<file path="src/rtl/cache_arbiter.sv">
// Arbitrates the icache/dcache miss paths onto one line-wide memory port; one transaction in flight, mem latency + 1 cycle.
// Requesters hold until resp; define CACHE_ARB_ROUND_ROBIN_EN to alternate grants on conflict (default: dcache wins).
module cache_arbiter #(
    parameter int LINE_WIDTH = 256,
    parameter int ADDR_WIDTH = 32
) (
    input  logic                  clk,
    input  logic                  rst,
    input  logic                  i_read,
    input  logic [ADDR_WIDTH-1:0] i_addr,
    output logic [LINE_WIDTH-1:0] i_rdata,
    output logic                  i_resp,
    input  logic                  d_read,
    input  logic                  d_write,
    input  logic [ADDR_WIDTH-1:0] d_addr,
    input  logic [LINE_WIDTH-1:0] d_wdata,
    output logic [LINE_WIDTH-1:0] d_rdata,
    output logic                  d_resp,
    output logic                  mem_read,
    output logic                  mem_write,
    output logic [ADDR_WIDTH-1:0] mem_addr,
    output logic [LINE_WIDTH-1:0] mem_wdata,
    input  logic [LINE_WIDTH-1:0] mem_rdata,
    input  logic                  mem_resp
);

    typedef enum logic [1:0] {IDLE, SERVE_I, SERVE_D} state_t;

    state_t                  state;
    state_t                  state_nxt;
    logic [ADDR_WIDTH-1:0]   addr_q;
    logic [LINE_WIDTH-1:0]   wdata_q;
    logic                    wr_q;
    logic                    d_req;
    logic                    grant_d;
    logic                    grant_i;
    logic                    serve_i;
    logic                    serve_d;

    assign d_req = d_read | d_write;

`ifdef CACHE_ARB_ROUND_ROBIN_EN
    logic last_d;

    // On conflict the side not served last wins; a lone requester always wins.
    assign grant_d = d_req & ~(i_read & last_d);

    always_ff @(posedge clk) begin
        if (rst) begin
            last_d <= 1'b1;
        end else if (state == IDLE && grant_d) begin
            last_d <= 1'b1;
        end else if (state == IDLE && grant_i) begin
            last_d <= 1'b0;
        end
    end
`else
    assign grant_d = d_req;
`endif

    assign grant_i = i_read & ~grant_d;

    always_comb begin
        state_nxt = state;
        case (state)
            IDLE: begin
                if (grant_d) begin
                    state_nxt = SERVE_D;
                end else if (grant_i) begin
                    state_nxt = SERVE_I;
                end
            end
            SERVE_I, SERVE_D: begin
                if (mem_resp) begin
                    state_nxt = IDLE;
                end
            end
            default: state_nxt = IDLE;
        endcase
    end

    always_ff @(posedge clk) begin
        if (rst) begin
            state   <= IDLE;
            addr_q  <= '0;
            wdata_q <= '0;
            wr_q    <= 1'b0;
        end else begin
            state <= state_nxt;
            // Write wins when the dcache raises read and write together.
            if (state == IDLE && grant_d) begin
                addr_q  <= d_addr;
                wdata_q <= d_wdata;
                wr_q    <= d_write;
            end else if (state == IDLE && grant_i) begin
                addr_q <= i_addr;
                wr_q   <= 1'b0;
            end
        end
    end

    assign serve_i = (state == SERVE_I);
    assign serve_d = (state == SERVE_D);

    // Memory side sees only registered state, never the live request lines.
    assign mem_read  = serve_i | (serve_d & ~wr_q);
    assign mem_write = serve_d & wr_q;
    assign mem_addr  = addr_q;
    assign mem_wdata = wdata_q;

    assign i_resp  = serve_i & mem_resp;
    assign d_resp  = serve_d & mem_resp;
    assign i_rdata = serve_i ? mem_rdata : '0;
    assign d_rdata = serve_d ? mem_rdata : '0;

endmodule

</file>
<file path="config.mk">
export PLATFORM = sky130hd
export DESIGN_NAME = cache_arbiter
export DESIGN_NICKNAME = d
export VERILOG_FILES = /design/src/rtl/cache_arbiter.sv
export SDC_FILE = /design/constraint.sdc
export NUM_CORES = 1
export LEC_CHECK = 0
export CELL_PAD_IN_SITES_DETAIL_PLACEMENT = 1
export CELL_PAD_IN_SITES_GLOBAL_PLACEMENT = 2
export CORE_AREA = 3 3 542 544
export DETAILED_ROUTE_END_ITERATION = 10
export DIE_AREA = 0 0 545 547
export MAX_ROUTING_LAYER = met4
export PLACE_DENSITY = 0.37
export SLEW_MARGIN = 30
export SYNTH_ARGS = -nofsm -noshare
export SYNTH_HDL_FRONTEND = slang
export SYNTH_SLANG_ARGS = --single-unit
</file>
<file path="constraint.sdc">
create_clock -name clk -period 4 [get_ports clk]
set_clock_uncertainty 0.15 [all_clocks]
set_input_delay 1 -clock clk [delete_from_list [all_inputs] [get_ports clk]]
set_output_delay 1 -clock clk [all_outputs]
set_load 0.005 [all_outputs]
</file>
======== Word-level counts from Yosys, hierarchy flattened ========
Cells that the tools add are included.
cells by class
  mux-type cells .......................... 10
  equal/unequal tests ..................... 4
  bitwise logic cells ..................... 9
  reductions and logical operators ........ 6
operators with widths
  kind                  number
  $mux W256             2
  $mux W32              2
  $mux W2               3
  $and A1 B1 Y1         5
  $pmux W2 S2           1
  $ne A3 B3 Y1 const B  1
  $eq A2 B1 Y1 const B  1
  $eq A2 B2 Y1 const B  1
  $logic_and A1 B1 Y1   2
  $logic_not A2 Y1      1
  $mux W1               2
  $ne A2 B2 Y1 const B  1
  $not A1 Y1            2
  $or A1 B1 Y1          2
  $reduce_and A2 Y1     1
  $reduce_bool A2 Y1    1
  $reduce_or A2 Y1      1
word-level totals
  flip-flop bits (word level) ............. 291

======== Longest topological paths before layout ========
Gate-level depths: netlist (run 1).
  depth after elaboration ................. 6
  mapped depth ............................ 8

======== Worst setup path after synthesis (run 1) ========
OpenSTA, ideal clock, no wires.
  kind .................................... register to output
  from .................................... register state[0]
  to ...................................... output port d_rdata[245]
  path slack .............................. 1.574 ns
  path buffers ............................ 3
  arrival time ............................ 1.276 ns
  cell stages (with the launch flop) ...... 7
  cell sequence ........................... dfxtp_1 -> inv_1 -> ha_1 -> clkbuf_1 -> clkbuf_1 -> clkbuf_1 -> and2_1
between the ends
  word-level cells in the longest chain between the ends .. 2
RTL lines
  element                 RTL line  source
  start, declared         29        state_t state;
  start signal, assigned  89        state <= state_nxt;
  $eq A2 B2 Y1            103       assign serve_d = (state == SERVE_D);
  $mux W256               114       assign d_rdata = serve_d ? mem_rdata : '0;
  end, declared           17        output logic [LINE_WIDTH-1:0] d_rdata,
No other way between the ends.

======== Worst setup path in the final report (run 1) ========
  from .................................... input port mem_rdata[233]
  to ...................................... output port d_rdata[233]
between the ends
  word-level cells in the longest chain between the ends .. 1
RTL lines
  element          RTL line  source
  start, declared  23        input logic [LINE_WIDTH-1:0] mem_rdata,
  $mux W256        114
No other way between the ends.

==> results by group, run 1 <==
Clock network
  – # clock sinks: 291
  – Hold-fix buffers, CTS: 0
  – Buffer depth of the longest clock path: 3
  – Clk slew on worst S/H paths: 60 ps
  – Clock root buffer: clkbuf_16
  – TritonCTS buffer count: 44
  – H-Tree Depth: 2
  – TritonCTS clock tree: built
  – Clk_lat worst skew: 630 ps

Setup path
  – Slowest cell delay on critical path: 730 ps
  – WS Path Type: in -> out
  – Critical path data required time: 2850 ps
  – Slowest cell on the critical path: clkdlybuf4s50_1
  – Crit path max fanout: 2
  – Worst-path cell chain: clkdlybuf4s50_1 -> buf_4 -> and2_1 -> clkdlybuf4s50_1
  – Cell seen most often among critical-path stages: clkdlybuf4s50_1
  – WP data arrival: 2720 ps
  – Setup crit start kind: input port
  – Worst Setup End Kind: output pin

Min path
  – Hold crit path type: reg -> reg

Power
  – Flop pwr share: 28.4%
  – Clock share of power: 34.3%
  – Switch share: 34.4%
  – Peak VDD IR: 0.339 mV
  – Leak: 0.0119 uW
  – Combinational Power Share: 37.3%
  – Sw power: 4120 uW
  – Pwr/cell area: 344 nW/um2
  – Pint: 7840 uW

STA
  – Worst hold slack: 303 ps
  – Max Fclk: 258 MHz
  – Final Critical Period: 3870 ps
  – Post-route setup slack: 128 ps
  – Setup violators final: 0
  – Slew HR: 46.0%
  – Max-slew violation count: 0
  – Setup TNS: 0 ps
  – Final hold violation count: 0
  – Final Cycle Share: 96.8%
  – Worst Tran Pin Value: 811 ps
  – RSZ-0062 raised after global routing: no

Yosys
  – Mapped Cells: 1,892
  – Netlist Area Pre-Place: 14,100 um2
  – EDFF count, synth: 0
  – Mean Syn Cell Area: 7.45 um2
  – Register area share after synthesis: 41.3%
  – Synthesis-stage register bit count: 291
  – Syn. warnings: 0
  – Mapped Nets: 2,477
  – Dominant synthesized flop cell: dfxtp_1
  – Synth cell types: 25
  – Post-synth ARST share: 0%

Global routing
  – Initial antenna violation count: 108
  – Number of global-route vias before repair: 20,500
  – Global-route wire length before repair: 238 mm
  – Remaining Overflow, GRT: 0
  – Total GRT Usage: 12.7%
  – Pin count of the biggest net entering global routing: 83

Detailed routing
  – Routed vias: 19,100
  – Routed vias/inst: 2.64
  – DRC errors left: 0
  – Starting DRT DRC Count: 628
  – Post-route ant nets: 0
  – Mean routed wirelength per cell: 26.8 um
  – TritonRoute pass-1 iters: 5
  – Final WL: 194 mm

Place
  – Dpl ws: 75.8 ps
  – PortBufs: 1,385
  – Dpl hpwl: 169 mm
  – Final GP Congestion: 0.812

Die
  – Die H: 547 um
  – Core area: 290,000 um2
  – Num rows: 198
  – Ports: 1,386
  – DIE WIDTH: 545 um
  – Initial core utilization: 4.86%
  – Die Area: 298,000 um2

Finish
  – Fill count: 34,300
  – Area of the multi-input gates: 7460 um2
  – NumNets Final: 3,831
  – Share of cells above drive strength 1: 5.88%
  – Area Growth Syn to Fin: 147%
  – Reg area: 5830 um2

Status
  – Status: complete, no violations

Flow run
  – Max capacitance violation total: 0
[state kept, by name (all words and copies together), names as in the netlist]
register	flops
mem_wdata	256
mem_addr	32
state	2
wr_q	1
[metal layers]
layer | global-route usage [%] | vias up | wire, um
met2 | 22.4 | 1052 | 97300
met4 | 1.94 | 0 | 2760
met1 | 12.5 | 9018 | 68500
li1 | - | 8798 | -
met5 | - | - | 0
met3 | 6.95 | 243 | 25100
[per-stage QoR]
stage / total power, uW / area, um2 / util (%) / cells
2_1_floorplan: 4660 / 14100 / - / 1892
6_report: 12000 / 34800 / 12.0 / 7230
5_1_grt: 12800 / 34700 / 12.0 / 7205
4_1_cts: 12500 / 34600 / 11.9 / 7179
3_3_place_gp: 8090 / 33100 / 11.4 / 7096
3_5_place_dp: 8070 / 33100 / 11.4 / 7096
[worst max-delay path, delay by kind of cell]
kind / cells / cell delay (ps)
buffers and inverters: 3 / 1580
and+or+nand+nor: 1 / 130
[final timing paths]
path / startpoint / endpoint / slack [ps] / depth (start not counted)
hold / removal: mem_wdata[252]$_SDFFE_PP0P_ / mem_wdata[252]$_SDFFE_PP0P_ / 300 / 2
setup reg to reg: state[0]$_SDFFE_PP0P_ / mem_addr[4]$_SDFFE_PP0P_ / 1680 / 6
hold reg to reg: mem_wdata[252]$_SDFFE_PP0P_ / mem_wdata[252]$_SDFFE_PP0P_ / 300 / 2
setup / recovery: mem_rdata[233] / d_rdata[233] / 130 / 4
[layout by cell type, fill, tap and decap left out, drive strengths merged, types with 32 or more instances in the layout]
cell type	count
a211oi	32
a21oi	259
and2	515
buf	109
clkbuf	73
clkdlybuf4s50	1361
dfxtp	291
diode	50
nand2	513
nor2	34
o21ai	35
or4b	32
[area by class of cell]
| cell class | count | share of cell area [%] |
|---|---|---|
| Sequential cell | 291 | 16.7 |
| Clock inverter | 8 | 0.316 |
| Tap cell | 3900 | 14.0 |
| Clock buffer | 72 | 3.93 |
| Timing Repair Buffer | 1475 | 43.2 |
| Multi-Input combinational cell | 1431 | 21.4 |
| Antenna cell | 50 | 0.360 |
| Inverter | 3 | 0.0324 |
[synth_stat cells (2+ instances only)]
master	number	area (um2)
buf_6	10	113
dfxtp_1	291	5830
or4b_1	32	320
clkbuf_1	94	353
and2_1	515	3220
nor2_1	33	124
a211oi_1	32	240
buf_4	28	210
o21ai_0	18	90.1
nand2_1	513	1930
inv_1	3	11.3
nor2b_1	2	12.5
o21ai_1	16	80.1
ha_1	3	37.5
a21oi_1	259	1300
buf_2	34	170
[kinds of logic after synthesis]
| family | synth area share [%] |
|---|---|
| simple gates | 39.9 |
| flops | 41.3 |
| fa+ha+maj | 0.266 |
| buf+inv | 6.11 |
| compound gates | 12.4 |
[power groups by stage]
stage / Combinational (uW) / Clock, uW / Sequential, uW
finish: 4460 / 4100 / 3390
global route: 4890 / 4490 / 3430
CTS: 4670 / 4420 / 3400
detailed placement: 4610 / 0 / 3460
global placement: 4640 / 0 / 3450
floorplan: 1200 / 0 / 3460
[what timing repair did]
action | CTS | global route
cloned | 1 | 1
resized for setup | 15 | 4
endpoints found under the setup margin | 78 | 17
setup buffers | 2 | 0
Power figures use the tool's default switching activity.
==> run 2: changes to the inputs <==
--- a/config.mk
+++ b/config.mk
@@ -5,13 +5,14 @@
 export SDC_FILE = /design/constraint.sdc
 export NUM_CORES = 1
 export LEC_CHECK = 0
+export ABC_AREA = 1
 export CELL_PAD_IN_SITES_DETAIL_PLACEMENT = 1
 export CELL_PAD_IN_SITES_GLOBAL_PLACEMENT = 2
-export CORE_AREA = 3 3 542 544
+export CORE_AREA = 3 3 545 547
 export DETAILED_ROUTE_END_ITERATION = 10
-export DIE_AREA = 0 0 545 547
+export DIE_AREA = 0 0 548 550
 export MAX_ROUTING_LAYER = met4
-export PLACE_DENSITY = 0.37
+export PLACE_DENSITY = 0.39
 export SLEW_MARGIN = 30
 export SYNTH_ARGS = -nofsm -noshare
 export SYNTH_HDL_FRONTEND = slang
==> run 2 against run 1 <==
  * Largest power group is now clock
  * Critical path type is now reg -> out
  * Largest cell class unchanged
  * Register-to-register slack got worse by 190 ps
  * Wire length up 13%
  * Sequential share of layout area is 0.69 points lower
  * Sequential power up 3%
  * Global-route usage is 1.5 points higher
  * Via count increased by 13%
==> results by group, run 2 <==
Status
  – Status: complete, no violations

Yosys
  – Syn. warnings: 0
  – XOR/XNOR Fraction of Synth Area: 0%
  – Area share of the largest cell type after synthesis: 38.9%
  – EDFF count, synth: 0
  – Mux cell area share after synthesis: 0%
  – Largest family of logic cells by synthesized area: simple AND/OR/NAND/NOR gates
  – Area contributors post-synth: dfxtp_1 39%, nand2_1 16%, inv_1 15%
  – Synth cell types: 18
  – Mean Syn Cell Area: 5.83 um2
  – Post-synth ARST share: 0%
  – Dominant synthesized flop cell: dfxtp_1
  – Most frequent cell after synthesis: nand2_1
  – Netlist Area Pre-Place: 15,000 um2
  – Synth Area in Simple Gates: 30.3%
  – Synth cell count leaders: 652 x nand2_1, 617 x inv_1, 545 x nor2_1, 291 x dfxtp_1, 256 x o21ai_0
  – Synthesis-stage register bit count: 291
  – Synth Area in Compound Gates: 9.79%
  – Mapped Nets: 3,150
  – Leading area contributor after synthesis: dfxtp_1
  – Mapped Cells: 2,565
  – Adder-cell share of the synthesized area: 0.251%
  – Register area share after synthesis: 38.9%

Global routing
  – Remaining Overflow, GRT: 0
  – Global-route wire length before repair: 269 mm
  – Initial antenna violation count: 101
  – Pin count of the biggest net entering global routing: 72
  – Total GRT Usage: 14.3%
  – Number of global-route vias before repair: 22,600

Setup path
  – Cell seen most often among critical-path stages: buf_12
  – Worst Setup End Kind: output pin
  – Crit path max fanout: 20
  – Slowest cell on the critical path: clkdlybuf4s50_1
  – Critical path data required time: 2850 ps
  – Worst-path cell chain: inv_2 -> ha_4 -> buf_16 -> buf_12 -> buf_12 -> nand2_1 -> inv_1 -> clkdlybuf4s50_1
  – WS Path Type: reg -> out
  – Setup crit start kind: register
  – Slowest cell delay on critical path: 630 ps
  – WP data arrival: 2710 ps

STA
  – Setup TNS: 0 ps
  – Final Cycle Share: 96.4%
  – Setup violators final: 0
  – Max Fclk: 259 MHz
  – Worst Tran Pin Value: 736 ps
  – Final hold violation count: 0
  – Max-slew violation count: 0
  – Final Critical Period: 3860 ps
  – Slew HR: 51.0%

Place
  – PortBufs: 1,385
  – Final GP Congestion: 0.915
  – Dpl hpwl: 195 mm

Clock network
  – TritonCTS buffer count: 48
  – # clock sinks: 291
  – Clk slew on worst S/H paths: 60 ps
  – Buffer depth of the longest clock path: 3
  – Clk_lat worst skew: 660 ps
  – TritonCTS clock tree: built
  – Clock root buffer: clkbuf_16
  – H-Tree Depth: 2

Power
  – Combinational Power Share: 34.6%
  – Clock share of power: 37.4%
  – Leak: 0.0172 uW
  – Power Total: 12,500 uW
  – Sw power: 4370 uW
  – Switch share: 35.0%
  – Pint: 8130 uW
  – Flop pwr share: 27.9%
  – Pwr/cell area: 344 nW/um2
  – Peak VDD IR: 0.235 mV

Die
  – Die Area: 301,000 um2
  – Ports: 1,386
  – DIE WIDTH: 548 um
  – Core area: 293,000 um2
  – Die H: 550 um
  – Num rows: 199
  – Initial core utilization: 5.10%

Finish
  – Area of the multi-input gates: 6100 um2
  – Commonest cells after routing, fill and taps aside: 1,313 x clkdlybuf4s50_1, 639 x nand2_1, 602 x inv_1
  – Fill count: 35,100
  – Max reg flops: 256
  – Area Growth Syn to Fin: 143%
  – NumNets Final: 4,536
  – Most common cell after layout, fill and taps aside: clkdlybuf4s50_1
  – Share of cells above drive strength 1: 6.90%
  – Reg area: 5830 um2

Detailed routing
  – TritonRoute pass-1 iters: 4
  – Final WL: 219 mm
  – Routed vias/inst: 2.71
  – Mean routed wirelength per cell: 27.5 um
  – DRC errors left: 0
  – Routed vias: 21,500
  – Post-route ant nets: 0
  – Starting DRT DRC Count: 890

Flow run
  – Max capacitance violation total: 0

Min path
  – Hold crit path type: reg -> reg
-- run 2: changes by cell type after synthesis, sizes merged, moves of 2 or more --
cell	change
nand2	+141
a21oi	-224
or4b	-32
clkbuf	-27
buf	+18
o21ai	+221
inv	+616
and2	-515
nor2b	-2
a211oi	-32
nor2	+511
-- run 2: logic make-up after synthesis --
family / after synthesis
DFF: 291
AOI/OAI and AO/OA: 292
and+or+nand+nor: 1201
adders and majority gates: 3
buffers and inverters: 778
-- run 2: worst paths after layout --
| path | startpoint | to | slack (ps) | depth (start not counted) |
|---|---|---|---|---|
| max | state[0]$_SDFFE_PP0P_ | d_rdata[62] | 140 | 8 |
| min | mem_wdata[163]$_SDFFE_PP0P_ | mem_wdata[163]$_SDFFE_PP0P_ | 330 | 2 |
| max reg2reg | state[1]$_SDFFE_PP0P_ | mem_wdata[225]$_SDFFE_PP0P_ | 1490 | 7 |
| min reg2reg | mem_wdata[163]$_SDFFE_PP0P_ | mem_wdata[163]$_SDFFE_PP0P_ | 330 | 2 |
-- run 2: metrics by stage --
stage	setup slack [ps]	instance area, um2	utilization [%]	std cells	hold WS (ps)
floorplan	1590	15000	-	2565	297
global placement	138	34100	11.6	7806	314
detailed placement	178	34100	11.6	7806	321
CTS	3.58	36200	12.3	7907	335
global route	-2.81	36300	12.4	7939	353
finish	144	36300	12.4	7946	329
-- run 2: repair_timing --
action	4_1_cts	5_1_grt
hold buffers	0	0
setup endpoints to repair	206	31
resized for setup	57	12
gates cloned	6	0
setup buffers	8	0
-- run 2: metal layers --
metal	global-route usage, %	share of wire, %	vias up
met1	16.8	43	10200
met3	6.66	11	159
met5	-	0	-
met2	22.6	45	1029
met4	1.79	1.2	0
li1	-	-	10100
-- run 2: area by class of cell --
cell class	instances	area share (%)
clock inverters	19	0.830
inverters	620	6.46
repair buffers	1494	42.2
multi-input cells	1496	16.8
flip-flops and latches	291	16.0
well taps	3919	13.5
diodes	39	0.269
clock buffers	68	3.90
-- run 2: critical path: cells and delay by family (launching register included) --
family | cells | cell delay [ps]
flops | 1 | 350
fa+ha+maj | 1 | 160
buf+inv | 6 | 1400
simple gates | 1 | 70
-- run 2: power groups by stage --
stage               clock network (uW)  logic (uW)  registers, uW
global placement                     0        4400           3550
CTS                               4950        4510           3510
global route                      5020        4740           3540
finish                            4680        4330           3490
floorplan                            0        1090           3520
detailed placement                   0        4380           3560
==> run 3: changes to the inputs <==
==> constraint.sdc (replaced) <==
create_clock -name clk -period 4 [get_ports clk]
set_clock_uncertainty 0.15 [all_clocks]
set_input_delay 0.8 -clock clk [delete_from_list [all_inputs] [get_ports clk]]
set_output_delay 0.8 -clock clk [all_outputs]
set_load 0.005 [all_outputs]
==> run 3 against run 2 <==
  * Combinational power decreased by 3%
  * Utilization decreased by 0.25 points
  * Hold slack improved by 2.2 ps
  * Die area unchanged
  * Via count decreased by 1.0%
  * Total power decreased by 1.9%
  * Sequential power about the same
  * Cell area decreased by 2.1%
  * Setup slack improved by 53 ps
  * Critical endpoint is now d_rdata[154]
==> results by group, run 3 (synthesized netlist as in run 2, its figures left out) <==
Power
  – Leak: 0.0166 uW
  – Power Total: 12,300 uW
  – Peak VDD IR: 0.284 mV
  – Pwr/cell area: 345 nW/um2

Clock network
  – Clk_lat worst skew: 650 ps
  – Clk slew on worst S/H paths: 60 ps
  – Buffer depth of the longest clock path: 3
  – TritonCTS buffer count: 47
  – Clock root buffer: clkbuf_16
  – # clock sinks: 291
  – H-Tree Depth: 2
  – TritonCTS clock tree: built

Detailed routing
  – Post-route ant nets: 0
  – DRC errors left: 0
  – TritonRoute pass-1 iters: 5
  – Routed vias: 21,300
  – Mean routed wirelength per cell: 26.9 um
  – Final WL: 212 mm
  – Starting DRT DRC Count: 1,053
  – Routed vias/inst: 2.69

Setup path
  – Bufs and invs on worst path: 5
  – Worst Setup End Kind: output pin
  – Worst-path cell chain: inv_1 -> ha_4 -> buf_12 -> buf_4 -> nand2_1 -> inv_1 -> clkdlybuf4s50_1
  – Crit path max fanout: 26
  – FF-to-FF setup slack: 1390 ps
  – WP data arrival: 2850 ps
  – Delay-heaviest family, CP: buffers and inverters
  – Cell seen most often among critical-path stages: inv_1
  – Slowest cell delay on critical path: 530 ps
  – Slowest cell on the critical path: clkdlybuf4s50_1
  – Setup crit start kind: register
  – Critical path data required time: 3050 ps
  – WS Path Type: reg -> out

Die
  – Die Area: 301,000 um2
  – Initial core utilization: 5.10%
  – Die H: 550 um
  – Ports: 1,386
  – Num rows: 199
  – DIE WIDTH: 548 um
  – Core area: 293,000 um2

Global routing
  – Total GRT Usage: 13.8%
  – Initial antenna violation count: 108
  – Remaining Overflow, GRT: 0
  – Pin count of the biggest net entering global routing: 95
  – Global-route wire length before repair: 261 mm
  – Number of global-route vias before repair: 22,500

STA
  – Final Critical Period: 3800 ps
  – Max-slew violation count: 0
  – Final hold violation count: 0
  – Slew HR: 46.7%
  – Setup violators final: 0
  – Max Fclk: 263 MHz
  – Setup TNS: 0 ps
  – Worst Tran Pin Value: 799 ps
  – Final Cycle Share: 95.1%
  – RSZ-0062 raised after global routing: no

Place
  – Final GP Congestion: 0.913
  – Inst Count DP: 7,775
  – DP Area: 33,700 um2
  – PortBufs: 1,385
  – Dpl hpwl: 189 mm

Finish
  – Post-layout instance area: 35,600 um2
  – NumNets Final: 4,498
  – Area Growth Syn to Fin: 138%
  – Most common cell after layout, fill and taps aside: clkdlybuf4s50_1
  – Fin cells: 7,912
  – Max reg flops: 256
  – Share of cells above drive strength 1: 4.38%
  – Reg area: 5830 um2
  – Commonest cells after routing, fill and taps aside: 1,370 x clkdlybuf4s50_1, 651 x nand2_1, 617 x inv_1
  – Fill count: 35,200
  – Area of the multi-input gates: 6070 um2

Min path
  – Hold crit path type: reg -> reg

Status
  – Status: complete, no violations

Flow run
  – Max capacitance violation total: 0
[run 3: cell types whose count changed in the layout (fill, tap and decap cells not counted), sizes merged, moves of 2 or more]
| cell | before | now |
|---|---|---|
| diode | 39 | 41 |
| clkinv | 9 | 11 |
| dlygate4sd2 | 17 | 0 |
| clkbuf | 68 | 71 |
| bufbuf | 3 | 0 |
| buf | 154 | 86 |
| clkinvlp | 3 | 1 |
| clkdlybuf4s50 | 1313 | 1370 |
| dlymetal6s2s | 7 | 0 |
[run 3: final timing paths]
kind / from / end / cells after the start
worst max-delay path: state[0]$_SDFFE_PP0P_ / d_rdata[154] / 7
worst min-delay path: mem_wdata[104]$_SDFFE_PP0P_ / mem_wdata[104]$_SDFFE_PP0P_ / 2
worst max register to register: state[0]$_SDFFE_PP0P_ / mem_wdata[171]$_SDFFE_PP0P_ / 7
worst min register to register: mem_wdata[104]$_SDFFE_PP0P_ / mem_wdata[104]$_SDFFE_PP0P_ / 2
[run 3: worst min-delay path, stage by stage, from the launching register on]
cell and delay, ps:
dfxtp_1 320, nor2_1 50, nor2_1 80
[run 3: layer usage]
layer | wire length, um | GRT usage [%] | vias to the layer above
li1 | - | - | 10100
met1 | 92800 | 16.8 | 10000
met2 | 93300 | 21.1 | 1047
met3 | 21800 | 6.15 | 192
met4 | 4540 | 2.83 | 0
met5 | 0 | - | -
[run 3: final cells by class]
class	count	share of cell area, %
clock inverters	18	0.827
diodes	41	0.288
inverters	620	6.58
clock buffers	70	3.92
repair buffers	1457	41.2
well taps	3919	13.8
flip-flops and latches	291	16.4
multi-input cells	1496	17.1
[run 3: per-stage QoR]
stage	utilization [%]	hold WS [ps]	worst slack, ps
2_1_floorplan	-	297	1790
3_3_place_gp	11.5	314	222
3_5_place_dp	11.5	321	198
4_1_cts	12.1	335	10.5
5_1_grt	12.1	355	4.47
6_report	12.1	331	197
[run 3: what timing repair did]
action	4_1_cts	5_1_grt
cloned	0	1
hold buffers	0	0
setup buffers	7	0
endpoints found under the setup margin	74	5
resized for setup	2	1
[run 3: report_power, final]
part	switching, uW	leakage, uW	internal (uW)
registers	225	0.00242	3260
clock network	1840	0.000824	2750
logic	2280	0.0134	1920
total	4340	0.0166	7930
==> RTL edit, RTL diff (settings of run 2) <==
Build with the macro `CACHE_ARB_ROUND_ROBIN_EN` defined.
--- a/src/rtl/cache_arbiter.sv
+++ b/src/rtl/cache_arbiter.sv
@@ -1,4 +1,6 @@
 // Arbitrates the icache/dcache miss paths onto one line-wide memory port; one transaction in flight, mem latency + 1 cycle.
 // Requesters hold until resp; define CACHE_ARB_ROUND_ROBIN_EN to alternate grants on conflict (default: dcache wins).
+`define CACHE_ARB_ROUND_ROBIN_EN
+
 module cache_arbiter #(
     parameter int LINE_WIDTH = 256,
Function: not settled (the Yosys comparison gave no result); the edit may change what the design does.
==> RTL edit against run 2 <==
Sequential power down 4%. Total power is 10% lower. Sequential cell count up 1. Area after synthesis fell by 1.1%. Design area shrank 2.7%. Routed wire length down 20%. Setup slack better by 29 ps. Critical path type unchanged. Critical endpoint is now d_rdata[172].
==> RTL edit: results (changes against run 2) <==
metric;value;unit;change
crit path DAT;2680;ps;-30 ps
Slew @ Worst Pin;713;ps;-22.5 ps
fill count;35200;;+0.23%
TritonCTS Buffers;41;;-15%
routed wire length;174000;µm;-20%
leak pwr;15.9;nW;-7.7%
layout cells sized above 1;4.64;%;-2.3 points
r2r endpoint;mem_addr[1];;
final RePlAce weighted congestion;0.886;;-3.2%
CP Capture Point;d_rdata[172];;
RR Startpoint;state[0];;
Reg2Reg Setup Slack;1620;ps;+130 ps
Switching Power;0.00381;W;-13%
Most used DFF post-synth;dfxtp_1;;
critical path peak fanout;25;;+25%
Syn Nets;3126;;-0.76%
post-synthesis sequential area ratio;39.5;%;+0.58 points
routed via count;20900;;-3.2%
Synth Area in Compound Gates;8.93;%;-0.85 points
worst vdd rail ir drop;0.000271;V;+15%
syn avg cell area;5.82;µm²;-0.19%
slowest stage cell, crit path;clkdlybuf4s50_1;;
Global Route Usage Sum;11.3;%;-3.0 points
initial antenna violation count;82;;-19%
top post-synthesis cells by area;dfxtp_1 40%, nand2_1 30%, inv_1 14%;;
clk_lat worst skew;570;ps;-90 ps
worst stage delay on the critical path;520;ps;-110 ps
largest net degree at the start of global routing;79;;+9.7%
Min-Delay Path Class;reg2reg;;
status;completed;;
Synth Area in Adders;0.254;%;+0.0028 points
worst reg2reg path depth;10;;+3
fin nets;4476;;-1.3%
synth unique cells;17;;-1
routed len/inst;22.1;µm;-20%
global-route wire length before repair;221000;µm;-18%
number of global-route vias before repair;22100;;-1.9%
Cell Count Post-Placement;7761;;-0.58%
HPWL after DPL;152000;µm;-22%
most instantiated cells after synthesis;1,194 x nand2_1, 554 x inv_1, 292 x dfxtp_1, 259 x a21oi_1, 88 x clkbuf_1;;
asr flop ratio synth;0;%;unchanged
DRC violation total after the first TritonRoute iteration;679;;-24%
RTL edit: timing repair:
item                                    CTS  global route
pin swaps                                 0             0
endpoints found under the setup margin  193             4
setup buffers                             6             0
resized for setup                         4             3
RTL edit: final cells by class:
cell class / instances / area (µm²) / area share, %
Timing Repair Buffer: 1467 / 14900 / 42.2
Multi-Input combinational cell: 1533 / 6180 / 17.5
Sequential cell: 292 / 5850 / 16.5
Tap cell: 3919 / 4900 / 13.9
Inverter: 556 / 2090 / 5.91
Clock buffer: 65 / 1220 / 3.45
Clock inverter: 8 / 119 / 0.336
Antenna cell: 29 / 72.6 / 0.205
RTL edit: metal layers:
metal,vias to the layer above,wire [µm],track usage [%]
li1,10000,-,-
met5,-,0,-
met2,1025,84600,19.4
met3,167,20400,5.43
met1,9664,66900,12.0
met4,0,2320,1.40
RTL edit: cell families after synthesis:
family / after synthesis
AOI/OAI and AO/OA: 262
adders and majority gates: 3
buffers and inverters: 716
DFF: 292
and+or+nand+nor: 1268
RTL edit: how the worst min path moves through the flow:
stage,from,endpoint,slack (ps),cells past startpoint
finish,mem_wdata[126],mem_wdata[126],310,2
global route,mem_wdata[218],mem_wdata[218],330,2
CTS,mem_wdata[126],mem_wdata[126],320,2
detailed placement,mem_wdata[45],mem_wdata[45],310,2
global placement,mem_wdata[171],mem_wdata[171],300,2
floorplan,last_d,last_d,300,2
RTL edit: critical path: cells and delay by family (launching register included):
family | cells | cell delay [ps]
DFF | 1 | 350
and+or+nand+nor | 1 | 180
buffers and inverters | 5 | 1280
adders and majority gates | 1 | 170
RTL edit: metrics by stage:
stage	worst slack, ps	util, %	area [µm²]
6_report	173	12.1	35300
5_1_grt	6.68	12.0	35300
4_1_cts	14.4	12.0	35200
3_5_place_dp	180	11.5	33800
3_3_place_gp	177	11.5	33800
2_1_floorplan	1450	-	14800
RTL edit: power by group through the flow:
stage / clock network (W) / logic, W / registers [W]
3_3_place_gp: 0 / 0.00416 / 0.00341
2_1_floorplan: 0 / 0.00116 / 0.00341
4_1_cts: 0.00409 / 0.00419 / 0.00336
5_1_grt: 0.00415 / 0.00442 / 0.00339
6_report: 0.00383 / 0.00401 / 0.00335
3_5_place_dp: 0 / 0.00416 / 0.00342
